## src/rtl/tlul_host_arb2.sv

```systemverilog
// rtl/tlul_host_arb2.sv - two-host to one-device TL-UL arbiter with round-robin grant,
// A-beat grant lock, host ID tagging in a_source[7] and per-host outstanding throttling.
module tlul_host_arb2 #(
  parameter int MaxOutstanding = 2,
  parameter bit Host0First     = 1'b1
) (
  input  logic             clk_i,
  input  logic             rst_i,
  input  logic [1:0]       h_a_valid_i,
  output logic [1:0]       h_a_ready_o,
  input  logic [1:0][2:0]  h_a_opcode_i,
  input  logic [1:0][6:0]  h_a_source_i,
  input  logic [1:0][31:0] h_a_address_i,
  input  logic [1:0][3:0]  h_a_mask_i,
  input  logic [1:0][31:0] h_a_data_i,
  output logic [1:0]       h_d_valid_o,
  input  logic [1:0]       h_d_ready_i,
  output logic [2:0]       h_d_opcode_o,
  output logic [6:0]       h_d_source_o,
  output logic [31:0]      h_d_data_o,
  output logic             h_d_error_o,
  output logic             d_a_valid_o,
  input  logic             d_a_ready_i,
  output logic [2:0]       d_a_opcode_o,
  output logic [7:0]       d_a_source_o,
  output logic [31:0]      d_a_address_o,
  output logic [3:0]       d_a_mask_o,
  output logic [31:0]      d_a_data_o,
  input  logic             d_d_valid_i,
  output logic             d_d_ready_o,
  input  logic [2:0]       d_d_opcode_i,
  input  logic [7:0]       d_d_source_i,
  input  logic [31:0]      d_d_data_i,
  input  logic             d_d_error_i,
  output logic             busy_o,
  output logic             err_unexpected_o
);

  localparam logic [3:0] MaxCnt = 4'(MaxOutstanding);

  logic       lock_q, lock_d;
  logic       locked_gnt_q, locked_gnt_d;
  logic       ptr_q, ptr_d;
  logic [3:0] cnt0_q, cnt0_d, cnt1_q, cnt1_d;
  logic       err_q, err_d;

  logic [1:0] elig;
  logic       gnt, a_valid, a_hs, d_rt, d_hs;
  logic       inc0, inc1, dec0, dec1;

  assign elig = {h_a_valid_i[1] && (cnt1_q < MaxCnt), h_a_valid_i[0] && (cnt0_q < MaxCnt)};

  // A locked beat must stay presented unchanged until it handshakes.
  always_comb begin
    gnt     = ptr_q;
    a_valid = 1'b0;
    if (lock_q) begin
      gnt     = locked_gnt_q;
      a_valid = h_a_valid_i[locked_gnt_q];
    end else begin
      unique case (elig)
        2'b11:   gnt = ptr_q;
        2'b01:   gnt = 1'b0;
        2'b10:   gnt = 1'b1;
        default: gnt = ptr_q;
      endcase
      a_valid = |elig;
    end
  end

  assign d_a_valid_o   = a_valid;
  assign d_a_opcode_o  = h_a_opcode_i[gnt];
  assign d_a_source_o  = {gnt, h_a_source_i[gnt]};
  assign d_a_address_o = h_a_address_i[gnt];
  assign d_a_mask_o    = h_a_mask_i[gnt];
  assign d_a_data_o    = h_a_data_i[gnt];
  assign a_hs          = a_valid && d_a_ready_i;

  always_comb begin
    h_a_ready_o      = 2'b00;
    h_a_ready_o[gnt] = a_valid && d_a_ready_i;
  end

  assign d_rt         = d_d_source_i[7];
  assign d_d_ready_o  = h_d_ready_i[d_rt];
  assign d_hs         = d_d_valid_i && d_d_ready_o;
  assign h_d_opcode_o = d_d_opcode_i;
  assign h_d_source_o = d_d_source_i[6:0];
  assign h_d_data_o   = d_d_data_i;
  assign h_d_error_o  = d_d_error_i;

  always_comb begin
    h_d_valid_o       = 2'b00;
    h_d_valid_o[d_rt] = d_d_valid_i;
  end

  assign inc0 = a_hs && !gnt;
  assign inc1 = a_hs && gnt;
  assign dec0 = d_hs && !d_rt;
  assign dec1 = d_hs && d_rt;

  function automatic logic [3:0] cnt_next(input logic [3:0] c, input logic inc, input logic dec);
    if (inc && !dec)              return c + 4'd1;
    if (dec && !inc && c != 4'd0) return c - 4'd1;
    return c;
  endfunction

  always_comb begin
    lock_d       = lock_q;
    locked_gnt_d = locked_gnt_q;
    ptr_d        = ptr_q;
    if (a_hs) begin
      lock_d = 1'b0;
      ptr_d  = ~gnt;
    end else if (a_valid) begin
      lock_d       = 1'b1;
      locked_gnt_d = gnt;
    end
    cnt0_d = cnt_next(cnt0_q, inc0, dec0);
    cnt1_d = cnt_next(cnt1_q, inc1, dec1);
    // A response for a host with nothing in flight (e.g. issued before a reset).
    err_d  = err_q || (dec0 && !inc0 && cnt0_q == 4'd0) || (dec1 && !inc1 && cnt1_q == 4'd0);
  end

  always_ff @(posedge clk_i or posedge rst_i) begin
    if (rst_i) begin
      lock_q       <= 1'b0;
      locked_gnt_q <= 1'b0;
      ptr_q        <= Host0First ? 1'b0 : 1'b1;
      cnt0_q       <= 4'd0;
      cnt1_q       <= 4'd0;
      err_q        <= 1'b0;
    end else begin
      lock_q       <= lock_d;
      locked_gnt_q <= locked_gnt_d;
      ptr_q        <= ptr_d;
      cnt0_q       <= cnt0_d;
      cnt1_q       <= cnt1_d;
      err_q        <= err_d;
    end
  end

  assign busy_o           = lock_q || (cnt0_q != 4'd0) || (cnt1_q != 4'd0);
  assign err_unexpected_o = err_q;

endmodule

```

## config.mk

```make
export PLATFORM = sky130hd
export DESIGN_NAME = tlul_host_arb2
export DESIGN_NICKNAME = d
export VERILOG_FILES = /design/src/rtl/tlul_host_arb2.sv
export SDC_FILE = /design/constraint.sdc
export NUM_CORES = 1
export LEC_CHECK = 0
export CAP_MARGIN = 25
export CORE_AREA = 2 2 133 135
export CTS_BUF_LIST = sky130_fd_sc_hd__clkbuf_8
export DETAILED_ROUTE_END_ITERATION = 10
export DIE_AREA = 0 0 135 137
export GPL_TIMING_DRIVEN = 1
export PLACE_DENSITY_LB_ADDON = 0.3
export SYNTH_ARGS = -nofsm -noshare
export SYNTH_HDL_FRONTEND = slang
export SYNTH_SLANG_ARGS = --single-unit
```

## constraint.sdc

```tcl
create_clock -name clk_i -period 4.23 [get_ports clk_i]
set_input_delay 1.0575 -clock clk_i [delete_from_list [all_inputs] [get_ports clk_i]]
set_output_delay 1.0575 -clock clk_i [all_outputs]
set_load 0.02 [all_outputs]
```

==> metrics.yaml, run 1 <==
outcome:
  status: "finished clean"
floorplanning:
  die_x_um: 135
  core_region_area_um2: 17100
  die_y_um: 137
  io_pins: 338
  rows: 48
  initial_core_util: 0.129
  fp.dieArea_um2: 18500
synth:
  async_reset_ff_frac: 1.00
  syn-num-nets: 606
  netlist_top_cells_area: "nand2_1, buf_4, dfrtp_1"
  netlist_area_um2: 2190
  seq_area_frac_synth: 0.137
  netlist_instances: 390
  synth_cell_types: 39
  synth_enable_flop_cells: 0
  ys_top_cells_by_count: "nand2_1, buf_4, clkbuf_1, dfrtp_1"
  ys_seq_elements: 12
  yosys.area.top_type: "nand2_1"
  avgSynthCellArea_um2: 5.63
  synthFlopType: "dfrtp_1"
  yosysMostFrequentCell: "nand2_1"
  yosys_warnings: 0
  synth_top_area_frac: 0.414
route:
  drt_wl_total_um: 13400
  vias: 3330
  firstDrtPassIters: 4
  drc_errors: 0
  wire_per_inst_um: 15.7
  ant_nets: 0
  via_per_inst: 3.90
  drtIter0Drc: 87
clocking:
  clkSinkCount: 12
  clk_pin_slew_ns: 0.06
  cts_buffer_depth: 2
  numCtsBuffers: 3
  cts_root_buffer: "clkbuf_8"
  cts_tree: "yes"
  hold_buffers: 0
  cts_max_level: 1
  clock_latency_ns: 0.24
finish:
  diodes: 0
  fillCellCount: 1815
  nets: 845
  area_growth_pct: 156
  drive_above_1_share: 0.336
  final_util: 0.330
  finalInstanceArea_um2: 5630
global_routing:
  grt_usage: 0.121
  grt_max_degree: 33
  grt_pass1_wl_um: 17200
  grt_overflow: 0
  antenna_found_initial: 0
  first_global_vias: 3161
critical_path:
  slowest_stage: "or4b_4"
  critPathKind: "input pin to primary output"
  cp-start-kind: "input pin"
  critical_path_required_ns: 3.17
  crit_path_max_incr_delay_ns: 0.48
  cpMostUsedCell: "buf_12"
  crit_arrival_ns: 3.17
  setup.worst_path.end_class: "primary output"
  cp_cell_sequence: "buf_6 > or4b_4 > ha_4 > mux2_4 > mux2i_4 > buf_12 > buf_12 > buf_12 > clkbuf_16 > nand2_2 > nand2_2 > buf_6"
  worstPathMaxFanout: 5
sta:
  fin_tns_setup_ns: 0
  fin_skew_ns: 0.000815
  hold_viol_final: 0
  fin_crit_sh: 0.999
  slew_headroom: 0.666
  rsz0062_at_grt: "yes"
  hold_ws_ns: 0.516
  timing.fmax_ghz: 0.237
  timing.final.crit_period_ns: 4.22
  setup_viol: 0
  worst_pin_slew_ns: 0.501
  drv_slew: 0
place:
  placed_cell_area_um2: 4750
  gp_congestion: 0.750
  place_hpwl_um: 8530
  portBuffers: 251
power:
  ir_drop_mv: 0.527
  cellLeakagePower_nw: 2.70
  fin_total_pwr_w: 0.00566
  p_per_area_nw_per_um2: 1010
job:
  maxCapViolations: 0
worst_hold_path:
  hp-class: "flip-flop to flip-flop"
==> state kept, by name (all words and copies together) (netlist names) <==
signal,flops
cnt1_q,4
ptr_q,1
locked_gnt_q,1
cnt0_q,4
lock_q,1
err_unexpected_o,1
==> what timing repair did <==
action | 4_1_cts | 5_1_grt
endpoints found under the setup margin | 82 | 79
cloned | 10 | 8
resized for setup | 427 | 121
pin swaps | 20 | 34
setup buffers | 14 | 2
==> per-layer routing <==
layer | share of wire | track usage | up-vias
met2 | 0.55 | 0.239 | 174
met3 | 0.072 | 0.0204 | 32
li1 | - | - | 1652
met1 | 0.36 | 0.133 | 1472
met4 | 0.017 | 0.0318 | 0
met5 | 0 | 0 | -
==> cell usage in the layout, fill, tap and decap left out, drive strengths merged, types with 2 or more instances in the layout <==
cell           Yosys  routed
a21oi              2       2
and2               4       4
buf               52     121
clkbuf            12      12
clkdlybuf4s50      0     168
dfrtp             12      12
ha                 8       8
inv                9       9
mux2               2       2
mux2i              4       4
nand2            242     242
nand3              3       3
nor2               7       7
nor3               3       3
o211ai             2       2
o21ai              5       5
o2bb2ai            2       2
or4b               2       2
xnor2              4       4
==> critical path: cells and delay by family <==
family / cells / cell delay [ns]
adder cells (fa/ha/maj): 1 / 0.28
multiplexers: 2 / 0.50
buffers and inverters: 6 / 0.73
AND/OR/NAND/NOR: 3 / 0.60
==> metrics by stage <==
step,std cells,setup WS [ns]
floorplan,390,0.00458
global placement,819,-1.01
detailed placement,819,-1.04
CTS,847,-0.0704
global route,853,-0.0452
finish,853,0.00581
==> layout make-up <==
cell class / count / area (um2) / share of cell area
timing repair buffer: 298 / 3260 / 0.579
inverter: 9 / 46.3 / 0.00823
clock buffer: 4 / 55.1 / 0.00978
sequential: 12 / 300 / 0.0534
multi-input combinational: 305 / 1690 / 0.300
tap: 225 / 282 / 0.0500
==> power breakdown <==
part / switching [W] / leakage (nW) / internal, W
Clock: 0.0000450 / 0.0288 / 0.0000823
Combinational: 0.00264 / 2.53 / 0.00266
Sequential: 0.0000613 / 0.141 / 0.000172
Total: 0.00275 / 2.70 / 0.00291
==> cell families (layout without fill, tap and decap cells) <==
group / after synthesis / in the layout / share of synthesized area
and+or+nand+nor: 268 / 268 / 0.486
buffers and inverters: 73 / 311 / 0.207
AOI/OAI and AO/OA: 19 / 19 / 0.0770
DFF: 12 / 12 / 0.137
adders and majority gates: 8 / 8 / 0.0456
muxes: 6 / 6 / 0.0319
xor gates and xnor gates: 4 / 4 / 0.0160
==> path summary, 6_finish.rpt <==
kind | from | to | slack, ns | depth (start not counted)
setup / recovery | h_a_valid_i[0] | d_a_address_o[4] | 0.006 | 12
hold / removal | err_unexpected_o$_DFF_PP0_ | err_unexpected_o$_DFF_PP0_ | 0.52 | 1
setup reg to reg | cnt1_q[3]$_DFFE_PP0P_ | cnt1_q[3]$_DFFE_PP0P_ | 1.22 | 10
hold reg to reg | err_unexpected_o$_DFF_PP0_ | err_unexpected_o$_DFF_PP0_ | 0.52 | 1
max in group asynchronous | rst_i | err_unexpected_o$_DFF_PP0_ | 2.75 | 2
min in group asynchronous | rst_i | lock_q$_DFFE_PP0P_ | 1.15 | 2
(Power assumes the default switching activity.)
==> inputs of run 2 (changes only) <==
--- a/config.mk
+++ b/config.mk
@@ -10,6 +10,7 @@
 export CTS_BUF_LIST = sky130_fd_sc_hd__clkbuf_8
 export DETAILED_ROUTE_END_ITERATION = 10
 export DIE_AREA = 0 0 135 137
+export GPL_ROUTABILITY_DRIVEN = 1
 export GPL_TIMING_DRIVEN = 1
 export PLACE_DENSITY_LB_ADDON = 0.3
 export SYNTH_ARGS = -nofsm -noshare
==> results of run 2 <==
No change in the layout: final DEF, timing and power equal those of run 1.
